### config.mk
export PLATFORM = sky130hd
export DESIGN_NAME = l2_port_arbiter
export DESIGN_NICKNAME = d
export VERILOG_FILES = /design/src/rtl/l2_arb_pkg.sv /design/src/rtl/l2_arb_id_fifo.sv /design/src/rtl/l2_port_arbiter.sv
export SDC_FILE = /design/constraint.sdc
export NUM_CORES = 1
export LEC_CHECK = 0
export BUFFER_PORTS_ARGS = -buffer_cell sky130_fd_sc_hd__clkbuf_2
export CAP_MARGIN = 40
export CORE_AREA = 5 5 119 121
export CTS_CLUSTER_DIAMETER = 150
export DETAILED_ROUTE_END_ITERATION = 7
export DIE_AREA = 0 0 124 126
export HOLD_SLACK_MARGIN = 0.08
export PLACE_DENSITY = 0.62
export SETUP_SLACK_MARGIN = 0.02
export SLEW_MARGIN = 0
export SYNTH_ARGS = -nofsm -noshare
export SYNTH_HDL_FRONTEND = slang
export SYNTH_HIERARCHICAL = 1
export SYNTH_SLANG_ARGS = --single-unit
### constraint.sdc
create_clock -name clk_i -period 2.5 [get_ports clk_i]
set_input_delay 0.5 -clock clk_i [delete_from_list [all_inputs] [get_ports clk_i]]
set_output_delay 0.5 -clock clk_i [all_outputs]
set_load 0.05 [all_outputs]
### src/rtl/l2_arb_pkg.sv
// Shared types for the L2 port arbiter: master IDs and arbiter FSM states.
package l2_arb_pkg;

    typedef enum logic {
        MST_JTAG = 1'b0,
        MST_CORE = 1'b1
    } mst_id_e;

    typedef enum logic {
        ST_ARB  = 1'b0,
        ST_HOLD = 1'b1
    } arb_state_e;

    function automatic mst_id_e other_mst(input mst_id_e m);
        return (m == MST_JTAG) ? MST_CORE : MST_JTAG;
    endfunction

endpackage

### src/rtl/l2_arb_id_fifo.sv
// In-order FIFO of granted master IDs; one entry per outstanding L2 transaction.
module l2_arb_id_fifo
    import l2_arb_pkg::*;
#(
    parameter int DEPTH = 4
) (
    input  logic    clk_i,
    input  logic    rst_i,
    input  logic    push_i,
    input  logic    pop_i,
    input  mst_id_e data_i,
    output mst_id_e data_o,
    output logic    full_o,
    output logic    empty_o
);

    localparam int PTR_W = (DEPTH > 1) ? $clog2(DEPTH) : 1;
    localparam logic [PTR_W:0] FULL_CNT = (PTR_W + 1)'(DEPTH);

    logic [PTR_W-1:0] r_wr_ptr;
    logic [PTR_W-1:0] r_rd_ptr;
    logic [PTR_W:0]   r_count;
    mst_id_e          r_mem [DEPTH];
    logic             w_push;
    logic             w_pop;

    assign full_o  = (r_count == FULL_CNT);
    assign empty_o = (r_count == '0);
    assign w_push  = push_i & ~full_o;
    assign w_pop   = pop_i & ~empty_o;
    assign data_o  = r_mem[r_rd_ptr];

    // NOTE: sequential state uses non-blocking assignments so every flop samples pre-edge values.
    always_ff @(posedge clk_i) begin
        if (rst_i) begin
            r_wr_ptr <= '0;
            r_rd_ptr <= '0;
            r_count  <= '0;
        end else begin
            if (w_push) r_wr_ptr <= r_wr_ptr + 1'b1;
            if (w_pop)  r_rd_ptr <= r_rd_ptr + 1'b1;
            unique case ({w_push, w_pop})
                2'b10:   r_count <= r_count + 1'b1;
                2'b01:   r_count <= r_count - 1'b1;
                default: ;
            endcase
        end
    end

    // NOTE: storage is not reset; the count alone decides which entries are valid.
    always_ff @(posedge clk_i) begin
        if (w_push) r_mem[r_wr_ptr] <= data_i;
    end

endmodule

### src/rtl/l2_port_arbiter.sv
// Two-master (jtag, core) arbiter onto one L2 req/gnt/rvalid port.
// Define L2_ARB_JTAG_PRIO_EN for strict jtag priority instead of round-robin.
module l2_port_arbiter
    import l2_arb_pkg::*;
#(
    parameter int ADDR_W    = 32,
    parameter int DATA_W    = 32,
    parameter int MAX_OUTST = 4
) (
    input  logic                clk_i,
    input  logic                rst_i,
    input  logic                jtag_req_i,
    output logic                jtag_gnt_o,
    input  logic [ADDR_W-1:0]   jtag_addr_i,
    input  logic                jtag_we_i,
    input  logic [DATA_W/8-1:0] jtag_be_i,
    input  logic [DATA_W-1:0]   jtag_wdata_i,
    output logic                jtag_rvalid_o,
    output logic [DATA_W-1:0]   jtag_rdata_o,
    input  logic                core_req_i,
    output logic                core_gnt_o,
    input  logic [ADDR_W-1:0]   core_addr_i,
    input  logic                core_we_i,
    input  logic [DATA_W/8-1:0] core_be_i,
    input  logic [DATA_W-1:0]   core_wdata_i,
    output logic                core_rvalid_o,
    output logic [DATA_W-1:0]   core_rdata_o,
    output logic                l2_req_o,
    input  logic                l2_gnt_i,
    output logic [ADDR_W-1:0]   l2_addr_o,
    output logic                l2_we_o,
    output logic [DATA_W/8-1:0] l2_be_o,
    output logic [DATA_W-1:0]   l2_wdata_o,
    input  logic                l2_rvalid_i,
    input  logic [DATA_W-1:0]   l2_rdata_i,
    output logic                err_o
);

    arb_state_e r_state, w_state_nxt;
    mst_id_e    r_hold_sel, w_hold_sel_nxt;
    mst_id_e    w_arb_sel, w_sel, w_fifo_id;
    logic       w_sel_req, w_xfer, w_pop;
    logic       w_fifo_full, w_fifo_empty;
    logic       r_err;

`ifdef L2_ARB_JTAG_PRIO_EN
    assign w_arb_sel = jtag_req_i ? MST_JTAG : MST_CORE;
`else
    mst_id_e r_pref;

    // Both requesting: take the preferred one; otherwise the sole requester wins.
    assign w_arb_sel = (jtag_req_i & core_req_i) ? r_pref
                     : (jtag_req_i ? MST_JTAG : MST_CORE);

    always_ff @(posedge clk_i) begin
        if (rst_i)       r_pref <= MST_JTAG;
        else if (w_xfer) r_pref <= other_mst(w_sel);
    end
`endif

    always_ff @(posedge clk_i) begin
        if (rst_i) begin
            r_state    <= ST_ARB;
            r_hold_sel <= MST_JTAG;
        end else begin
            r_state    <= w_state_nxt;
            r_hold_sel <= w_hold_sel_nxt;
        end
    end

    // NOTE: every signal gets a default first so no path through this block infers a latch.
    always_comb begin
        w_state_nxt    = r_state;
        w_hold_sel_nxt = r_hold_sel;
        w_sel          = (r_state == ST_HOLD) ? r_hold_sel : w_arb_sel;
        w_sel_req      = (w_sel == MST_JTAG) ? jtag_req_i : core_req_i;
        l2_req_o       = w_sel_req & ~w_fifo_full & ~rst_i;
        l2_addr_o      = (w_sel == MST_JTAG) ? jtag_addr_i  : core_addr_i;
        l2_we_o        = (w_sel == MST_JTAG) ? jtag_we_i    : core_we_i;
        l2_be_o        = (w_sel == MST_JTAG) ? jtag_be_i    : core_be_i;
        l2_wdata_o     = (w_sel == MST_JTAG) ? jtag_wdata_i : core_wdata_i;
        w_xfer         = l2_req_o & l2_gnt_i;
        jtag_gnt_o     = w_xfer & (w_sel == MST_JTAG);
        core_gnt_o     = w_xfer & (w_sel == MST_CORE);
        w_pop          = l2_rvalid_i & ~w_fifo_empty & ~rst_i;
        jtag_rvalid_o  = w_pop & (w_fifo_id == MST_JTAG);
        core_rvalid_o  = w_pop & (w_fifo_id == MST_CORE);

        unique case (r_state)
            ST_ARB: begin
                if (l2_req_o & ~l2_gnt_i) begin
                    w_state_nxt    = ST_HOLD;
                    w_hold_sel_nxt = w_sel;
                end
            end
            ST_HOLD: begin
                // A withdrawn request releases the hold rather than locking out the other master.
                if (w_xfer | ~w_sel_req) w_state_nxt = ST_ARB;
            end
            default: w_state_nxt = ST_ARB;
        endcase
    end

    assign jtag_rdata_o = l2_rdata_i;
    assign core_rdata_o = l2_rdata_i;

    l2_arb_id_fifo #(
        .DEPTH (MAX_OUTST)
    ) u_id_fifo (
        .clk_i   (clk_i),
        .rst_i   (rst_i),
        .push_i  (w_xfer),
        .pop_i   (w_pop),
        .data_i  (w_sel),
        .data_o  (w_fifo_id),
        .full_o  (w_fifo_full),
        .empty_o (w_fifo_empty)
    );

    always_ff @(posedge clk_i) begin
        if (rst_i)                            r_err <= 1'b0;
        else if (l2_rvalid_i & w_fifo_empty)  r_err <= 1'b1;
    end

    assign err_o = r_err;

endmodule

==> results of run 1 <==
## synth_stat cells (2+ instances only)
library cell  instances  area share [%]
buf_4                67              23
mux2_2               64              33
dfxtp_1              13              12
inv_1                12             2.0
nor2_1               11             1.9
a21oi_1               7             1.6
and2_1                5             1.4
ha_1                  5             2.8
mux2_1                5             2.5
o21ai_0               5             1.1
buf_6                 4             2.0
edfxtp_1              4             5.4
or3_1                 3            0.85
xor2_1                3             1.2
nor2b_1               2            0.56
nor3_1                2            0.45
## cell type report
cell class / instances / area [sq um] / area share [%]
multi-input cells: 131 / 1260 / 36.5
well taps: 176 / 220 / 6.37
flip-flops and latches: 17 / 383 / 11.1
repair buffers: 230 / 1470 / 42.4
clock buffers: 4 / 78.8 / 2.28
inverters: 12 / 45.0 / 1.30
## cell families after synthesis
logic type / Yosys count / share of synthesized area [%]
flops: 17 / 17.2
buf+inv: 84 / 26.9
compound gates: 21 / 6.26
fa+ha+maj: 6 / 3.72
xor+xnor: 3 / 1.19
mux: 71 / 37.1
simple gates: 30 / 7.68
## worst paths after layout
path	to	from	cells past startpoint	slack [ns]
setup / recovery	l2_wdata_o[10]	jtag_req_i	7	0.04
setup reg to reg	u_id_fifo/r_count[2]$_SDFFE_PP0P_	r_hold_sel$_SDFFE_PP0P_	12	0.17
hold / removal	err_o$_SDFFE_PP0P_	err_o$_SDFFE_PP0P_	2	0.47
hold reg to reg	err_o$_SDFFE_PP0P_	err_o$_SDFFE_PP0P_	2	0.47
## stage by stage
| step | setup slack, ns | std cells |
|---|---|---|
| after CTS | 0.00161 | 568 |
| after detailed placement | -0.107 | 564 |
| after global placement | -0.0604 | 564 |
| final | 0.0392 | 570 |
| after floorplan | -0.0536 | 232 |
| after global routing | -0.0142 | 570 |
## metal layers
layer / global-route usage [%] / routed length, um / up-vias
met4: 2.77 / 171 / 0
met5: 0 / 0 / -
met1: 14.0 / 3760 / 986
met2: 15.8 / 4390 / 163
li1: - / - / 1061
met3: 4.53 / 897 / 11
## layout by cell type (no fill, tap or decap), types with 3 or more instances in the layout
master       n
mux2_1       5
edfxtp_1     4
xor2_1       3
dfxtp_1     11
ha_1         4
nor3_2       3
a21oi_1      7
o21ai_0      5
buf_6       27
inv_1        9
buf_2       12
buf_4       22
and2_1       5
buf_12       3
inv_2        3
mux2_2      63
clkbuf_2   162
clkbuf_16    4
or3_1        3
nor2_1      10
## what timing repair did
item	4_1_cts	5_1_grt
gates cloned	0	1
gates resized for setup	4	164
endpoints found under the setup margin	9	67
pin swaps	0	1
setup buffers	0	1
## power by group through the flow
stage | clock [uW] | sequential [uW] | combinational, uW
finish | 324 | 303 | 1060
global placement | 0 | 308 | 957
CTS | 333 | 302 | 967
global route | 345 | 304 | 1110
floorplan | 0 | 311 | 952
detailed placement | 0 | 308 | 958
## worst register-to-register path, cell delays in order (launching register included)
cell      delay [ns]
dfxtp_2         0.34
or3b_4          0.39
o211ai_1        0.12
nor2_1          0.10
inv_2           0.08
nor2_2          0.04
inv_1           0.05
ha_2            0.18
inv_2           0.04
fa_2            0.34
xor2_1          0.15
or3_1           0.31
a21oi_1         0.12
==> results.md, run 1 <==
* Drt total wl at 9.22 mm
* Syn Area/Cell at 9.56 sq um
* Core Region at 13000 sq um
* Crit path cell chain: clkbuf_2 > a21bo_2 > mux2i_4 > buf_12 > buf_16 > mux2_2 > buf_2
* Synthesized flop and latch total at 17
* DP Wirelength at 7.90 mm
* Final count of hold timing violations at 0
* Cts bufs inserted at 3
* MaxCap Viol Count at 0
* Synthesized area at 2220 sq um
* WP data required at 2.00 ns
* Proportion of power drawn by the clock network at 19.2%
* DR vias/cell at 3.90
* CTS tree: yes
* Slowest library cell on the worst path: mux2_2
* Final Setup Violations at 0
* Slew of the pin with the lowest slew margin at 0.380 ns
* Cell Rows at 42
* Sequential power share at 17.9%
* Fill cells at 1440
* Worst Hold Class: reg -> reg
* DR WL/cell at 16.2 um
* Fin Clk Skew at 0.00218 ns
* Post-synthesis sequential area ratio at 17.2%
* Placed instance area at 3110 sq um
* Netlist cell types at 36
* Overflow left after global routing at 0
* FMAX at 406 MHz
* Fin Hold WS at 0.465 ns
* Status: complete, no violations
* Clock sink count at 17
* Die height at 126 um
* Top FF cell, synth: dfxtp_1
* Clock-pin slew on the worst setup and hold paths at 0.05 ns
* Vias in the first global route at 2402
* Chip Width at 124 um
* Die Area at 15600 sq um
* GPL Wtd Cong at 0.784
* TritonRoute pass-1 iters at 4
* Post-synth EDFFs at 4
* VDD IR-drop max at 0.232 mV
* Gate Count Post-Synth at 232
* Final Core Density at 26.6%
* Crit start category: input port
* Sw frac at 45.9%
* Worst setup EP type: primary output
* Max stage delay on crit path at 0.35 ns
* Leak pwr at 0.00172 uW
* Clk buf depth at 2
* Rel. slew slack at 74.5%
* Layout net count at 577
* CP Data Arrival Time at 1.96 ns
* Layout cell share with drive strength beyond 1 at 79.7%
* Post-route ant nets at 0
* DR iter-0 viols at 74
* Power Density at 488 nW/um^2
* Global-route wire length before repair at 13.0 mm
* Ant. Diodes at 0
* Area Overhead vs Synth at 56.0%
* H-tree lvl count at 1
* Buf+Inv Stages, Crit Path at 4
* I/O pin count at 315
* Gr usage total at 10.6%
* Cts hold-fix bufs at 0
* Worst path top cell family by delay: buffers and inverters
* Cell Int Power at 913 uW
* Number of port buffers at 218
* Critical path type: in -> out
* Ys async rst share at 0%
* DR DRC count at 0
* Final slew viol count at 0
* DR vias at 2221
* Final Cell Area at 3460 sq um
* Power, Total at 1690 uW
* Tmin final at 2.46 ns
* Clock insertion delay at the later pin of the skew report at 0.25 ns
* Critical-path maximum fanout at 20
* Sw power at 774 uW
* Starting density of the core at 17.1%
* RSZ-0062 raised after global routing: yes
* Largest net degree at the start of global routing at 41
* Syn_nets at 414
* Period utilization at 98.4%
* YS warnings at 6
* Combinational power share at 62.8%
* Antenna violations before repair at 0
* Setup TNS at 0 ns
* Clock Tree Root: clkbuf_16
(Power assumes the default switching activity.)
==> run 2: changes to the inputs <==
--- a/config.mk
+++ b/config.mk
@@ -17,5 +17,4 @@
 export SLEW_MARGIN = 0
 export SYNTH_ARGS = -nofsm -noshare
 export SYNTH_HDL_FRONTEND = slang
-export SYNTH_HIERARCHICAL = 1
 export SYNTH_SLANG_ARGS = --single-unit
==> run 2 against run 1 <==
Compared with the run above:
- total power up 12%
- core utilization up 0.40 points
- fmax up 5.6%
- clock skew about the same
- area after synthesis down 0.73%
- critical path depth up 3
- flip-flop and latch count unchanged
- combinational power up 17%
- clock power about the same
- largest cell class unchanged
==> results.md, run 2 <==
* Syn Area/Cell at 6.00 sq um
* Clk buf depth at 2
* Worst reg2reg path startpoint: r_hold_sel$_SDFFE_PP0P_
* DP Wirelength at 6.76 mm
* Post-route ant nets at 0
* Power, Total at 1880 uW
* GPL Wtd Cong at 0.757
* DR DRC count at 0
* Die height at 126 um
* PostCTS Resize Cnt at 0
* CTS tree: yes
* Commonest cells post-synth: 208 x nand2_1, 64 x buf_4, 14 x buf_2, 13 x dfxtp_1, 11 x nor2_1
* Top post-synthesis cells by area: nand2_1 35%, buf_4 22%, dfxtp_1 12%
* VDD IR-drop max at 0.183 mV
* Period utilization at 93.2%
* Most frequent cells in the layout: 208 x nand2_1, 193 x clkbuf_2, 28 x buf_12
* DR vias at 2647
* Synthesized flop and latch total at 17
* RSZ-0062 raised after global routing: no
* Global-route wire length before repair at 11.7 mm
* Top cell type by total area after synthesis: nand2_1
* Power Density at 536 nW/um^2
* Final count of hold timing violations at 0
* Gr usage total at 9.24%
* Slew of the pin with the lowest slew margin at 0.342 ns
* Ys async rst share at 0%
* Antenna violations before repair at 1
* End of the worst register-to-register path: u_id_fifo.r_count[2]$_SDFFE_PP0P_
* Clock sink count at 17
* Cts bufs inserted at 3
* Critical path type: reg -> reg
* Top-count cell post-synth: nand2_1
* Status: complete, no violations
* Core Region at 13000 sq um
* Chip Width at 124 um
* Final Core Density at 27.0%
* Cell Rows at 42
* Fin Clk Skew at 0.00260 ns
* TritonRoute pass-1 iters at 5
* Final Setup Violations at 0
* Slowest library cell on the worst path: dfxtp_1
* R2r setup slk at 0.17 ns
* Top FF cell, synth: dfxtp_1
* Tmin final at 2.33 ns
* Final slew viol count at 0
* Register-to-Register Path Depth at 10
* Overflow left after global routing at 0
* Leak pwr at 0.00208 uW
* Non-Filler Instances at 694
* Clock Tree Root: clkbuf_16
* Crit start category: flop
* Starting density of the core at 17.0%
* Netlist cell types at 35
* Rel. slew slack at 77.0%
* Largest net degree at the start of global routing at 77
* Critical-path maximum fanout at 4
* Drt total wl at 7.95 mm
* YS warnings at 0
* Cts hold-fix bufs at 0
* DR iter-0 viols at 66
* Layout cell share with drive strength beyond 1 at 46.5%
* Die Area at 15600 sq um
* I/O pin count at 315
* Layout net count at 701
* Worst setup EP type: flop
* Ant. Diodes at 0
* Syn_nets at 549
* Min-delay src: u_id_fifo.r_rd_ptr[1]$_SDFFE_PP0P_
* DR WL/cell at 11.5 um
* Vias in the first global route at 2589
* WP data required at 2.68 ns
* Worst Hold Class: reg -> reg
* DR vias/cell at 3.81
* H-tree lvl count at 1
* Post-synthesis sequential area ratio at 17.3%
* Clock-pin slew on the worst setup and hold paths at 0.05 ns
* CP Data Arrival Time at 2.51 ns
* Placed cell count at 690
* Post-CTS setup buffers at 0
* Number of port buffers at 218
* Hold Path Depth at 1
* Top cell type's share of synthesized area at 35.5%
* Commonest non-fill, non-tap cell in the layout: nand2_1
* Clock insertion delay at the later pin of the skew report at 0.25 ns
* Gate Count Post-Synth at 367
* Setup TNS at 0 ns
* Worst setup startpoint: r_hold_sel$_SDFFE_PP0P_
* Area Overhead vs Synth at 59.5%
* FMAX at 429 MHz
* Post-synth EDFFs at 4
* Hold EP: u_id_fifo.r_rd_ptr[1]$_SDFFE_PP0P_
* Synthesized area at 2200 sq um
* MaxCap Viol Count at 0
* Max stage delay on crit path at 0.41 ns
* Crit path cell chain: mux2i_1 > a21oi_2 > and2_4 > inv_2 > ha_1 > inv_1 > fa_1 > xor2_1 > or3_1 > a21oi_1
[run 2: routing by layer]
metal  GRT usage (%)  up-vias  share of wire, %
met2            15.8      177                45
met4            3.22        2               2.5
met5               0        -              0.10
met1            9.73     1078                36
li1                -     1365                 -
met3            4.57       25                16
[run 2: layout make-up]
| class | count | area [sq um] |
|---|---|---|
| multi-input combinational | 263 | 1240 |
| timing repair buffer | 226 | 1560 |
| tap | 176 | 220 |
| inverter | 8 | 30.0 |
| clock inverter | 1 | 5.00 |
| fill | 1438 | 9470 |
| sequential | 17 | 380 |
| clock buffer | 3 | 75.1 |
[run 2: how the worst max path moves through the flow]
stage               cells after the start                                 to  slack, ns
global route                            7                      l2_addr_o[14]       0.06
floorplan                               5                         jtag_gnt_o       0.15
finish                                 10  u_id_fifo.r_count[2]$_SDFFE_PP0P_       0.17
CTS                                     7                         jtag_gnt_o       0.18
detailed placement                     11  u_id_fifo.r_count[2]$_SDFFE_PP0P_       0.08
global placement                       11  u_id_fifo.r_count[2]$_SDFFE_PP0P_       0.13
[run 2: cell families after synthesis]
kind of cell / Yosys count / share of synthesized area [%]
fa+ha+maj: 6 / 3.75
mux: 5 / 3.41
simple gates: 237 / 43.9
buf+inv: 87 / 26.5
xor+xnor: 3 / 1.19
flops: 17 / 17.3
compound gates: 12 / 3.92
[run 2: through the flow]
| stage | cell area (sq um) | hold WS [ns] | setup WS [ns] |
|---|---|---|---|
| final | 3510 | 0.471 | 0.169 |
| after detailed placement | 3430 | 0.466 | 0.0821 |
| after global placement | 3430 | 0.443 | 0.134 |
| after CTS | 3510 | 0.473 | 0.182 |
| after floorplan | 2200 | 0.428 | 0.146 |
| after global routing | 3510 | 0.486 | 0.0583 |
[run 2: critical path, delay by kind of cell (launching register included)]
kind                       cells  cell delay (ns)
DFF                            1             0.41
AOI/OAI and AO/OA              2             0.23
xor gates and xnor gates       1             0.16
muxes                          1             0.32
buffers and inverters          2             0.13
adders and majority gates      2             0.55
and+or+nand+nor                2             0.47
[run 2: where the power goes]
part | leakage [uW] | switching, uW | internal [uW]
Combinational | 0.00189 | 807 | 437
Sequential | 0.000143 | 16.3 | 300
Clock | 0.0000409 | 107 | 214
Total | 0.00208 | 930 | 951
==> run 3: changes to the inputs <==
--- a/config.mk
+++ b/config.mk
@@ -5,6 +5,7 @@
 export SDC_FILE = /design/constraint.sdc
 export NUM_CORES = 1
 export LEC_CHECK = 0
+export ABC_CLOCK_PERIOD_IN_PS = 2500
 export BUFFER_PORTS_ARGS = -buffer_cell sky130_fd_sc_hd__clkbuf_2
 export CAP_MARGIN = 40
 export CORE_AREA = 5 5 119 121
@@ -13,6 +14,7 @@
 export DIE_AREA = 0 0 124 126
 export HOLD_SLACK_MARGIN = 0.08
 export PLACE_DENSITY = 0.62
+export RECOVER_POWER = 50
 export SETUP_SLACK_MARGIN = 0.02
 export SLEW_MARGIN = 0
 export SYNTH_ARGS = -nofsm -noshare
==> run 3 against run 2 <==
Compared with the run above:
- die area unchanged
- design area decreased by 0.39%
- hold slack about the same
- worst setup slack improved by 0.0067 ns
- critical path type unchanged
==> results.md, run 3 (synthesized netlist as in run 2, its figures left out) <==
* Sequential power share at 16.8%
* Worst reg2reg path startpoint: r_hold_sel$_SDFFE_PP0P_
* CP Data Arrival Time at 2.51 ns
* CTS tree: yes
* Clock-pin slew on the worst setup and hold paths at 0.05 ns
* Placed cell count at 690
* Overflow left after global routing at 0
* Number of port buffers at 218
* Cell Int Power at 948 uW
* Area of the multi-input gates at 1230 sq um
* Period utilization at 93.0%
* PostCTS Resize Cnt at 0
* Chip Width at 124 um
* DR DRC count at 0
* Cts hold-fix bufs at 0
* End of the worst register-to-register path: u_id_fifo.r_count[2]$_SDFFE_PP0P_
* Post-CTS setup buffers at 0
* VDD IR-drop max at 0.183 mV
* Tmin final at 2.32 ns
* Area Overhead vs Synth at 58.9%
* Combinational power share at 66.1%
* Worst setup startpoint: r_hold_sel$_SDFFE_PP0P_
* RSZ-0062 raised after global routing: no
* Fin Hold WS at 0.471 ns
* Fin Clk Skew at 0.00261 ns
* Global-route wire length before repair at 11.7 mm
* Gr usage total at 9.24%
* Setup TNS at 0 ns
* Leak pwr at 0.00206 uW
* Most frequent cells in the layout: 208 x nand2_1, 192 x clkbuf_2, 28 x buf_12
* Register area at 380 sq um
* H-tree lvl count at 1
* Starting density of the core at 17.0%
* MaxCap Viol Count at 0
* Largest net degree at the start of global routing at 77
* Status: complete, no violations
* GPL Wtd Cong at 0.757
* Cts bufs inserted at 3
* Commonest non-fill, non-tap cell in the layout: nand2_1
* Proportion of power drawn by the clock network at 17.1%
* DR WL/cell at 11.5 um
* Worst setup EP type: flop
* Critical-path maximum fanout at 4
* Min-delay src: u_id_fifo.r_rd_ptr[1]$_SDFFE_PP0P_
* Cell Rows at 42
* Worst Hold Class: reg -> reg
* Crit start category: flop
* Sw frac at 49.5%
* Final slew viol count at 0
* Layout net count at 701
* Placed instance area at 3430 sq um
* Fill cells at 1441
* R2r setup slk at 0.18 ns
* Clock insertion delay at the later pin of the skew report at 0.25 ns
* Final count of hold timing violations at 0
* DP Wirelength at 6.76 mm
* Power Density at 537 nW/um^2
* Non-Filler Instances at 694
* DR vias/cell at 3.81
* DR vias at 2647
* Hold EP: u_id_fifo.r_rd_ptr[1]$_SDFFE_PP0P_
* Critical path type: reg -> reg
* DR iter-0 viols at 59
* Core Region at 13000 sq um
* Die height at 126 um
* Drt total wl at 7.95 mm
* WP data required at 2.68 ns
* FMAX at 430 MHz
* Post-route ant nets at 0
* Rel. slew slack at 60.7%
* Clk buf depth at 2
* Sw power at 929 uW
* Final Cell Area at 3500 sq um
* Vias in the first global route at 2589
* Final Setup Violations at 0
* Clock Tree Root: clkbuf_16
* Slew of the pin with the lowest slew margin at 0.592 ns
* I/O pin count at 315
* TritonRoute pass-1 iters at 4
* Clock sink count at 17
* Hold Path Depth at 1
* Die Area at 15600 sq um
* Antenna violations before repair at 1
* Layout cell share with drive strength beyond 1 at 45.8%
* Register-to-Register Path Depth at 10
* Ant. Diodes at 0
## run 3: power groups by stage
stage	registers, uW	clock network (uW)	logic [uW]
final	316	321	1240
after global routing	319	342	1330
after CTS	316	334	1260
after detailed placement	322	0	1260
after global placement	321	0	1250
after floorplan	325	0	1030
## run 3: worst max-delay path by stage
stage / end / slack (ns) / cells past startpoint
2_1_floorplan: jtag_gnt_o / 0.15 / 5
3_5_place_dp: u_id_fifo.r_count[2]$_SDFFE_PP0P_ / 0.08 / 11
5_1_grt: l2_addr_o[14] / 0.06 / 7
6_report: u_id_fifo.r_count[2]$_SDFFE_PP0P_ / 0.18 / 10
3_3_place_gp: u_id_fifo.r_count[2]$_SDFFE_PP0P_ / 0.13 / 11
4_1_cts: jtag_gnt_o / 0.18 / 7
## run 3: area by class of cell
| class | count | area share, % |
|---|---|---|
| multi-input cells | 263 | 35.2 |
| inverters | 8 | 0.859 |
| flip-flops and latches | 17 | 10.9 |
| well taps | 176 | 6.30 |
| repair buffers | 226 | 44.5 |
| clock buffers | 3 | 2.15 |
| clock inverters | 1 | 0.143 |
## run 3: critical path, cell delays in order (launching register included)
cell	delay (ns)
dfxtp_1	0.41
mux2i_1	0.32
a21oi_2	0.10
and2_4	0.16
inv_2	0.06
ha_1	0.18
inv_1	0.07
fa_1	0.37
xor2_1	0.16
or3_1	0.31
a21oi_1	0.13
## run 3: through the flow
stage	util (%)	setup WS [ns]	power (uW)
2_1_floorplan	-	0.146	1360
3_3_place_gp	26.4	0.134	1570
3_5_place_dp	26.4	0.0821	1580
4_1_cts	27.0	0.182	1910
5_1_grt	26.9	0.0583	1990
6_report	26.9	0.175	1880
## run 3: layer usage
metal	wire length (um)	GRT usage, %	up-vias
met5	8	0	-
met3	1270	4.57	25
met4	201	3.22	2
li1	-	-	1365
met2	3610	15.8	175
met1	2860	9.73	1080
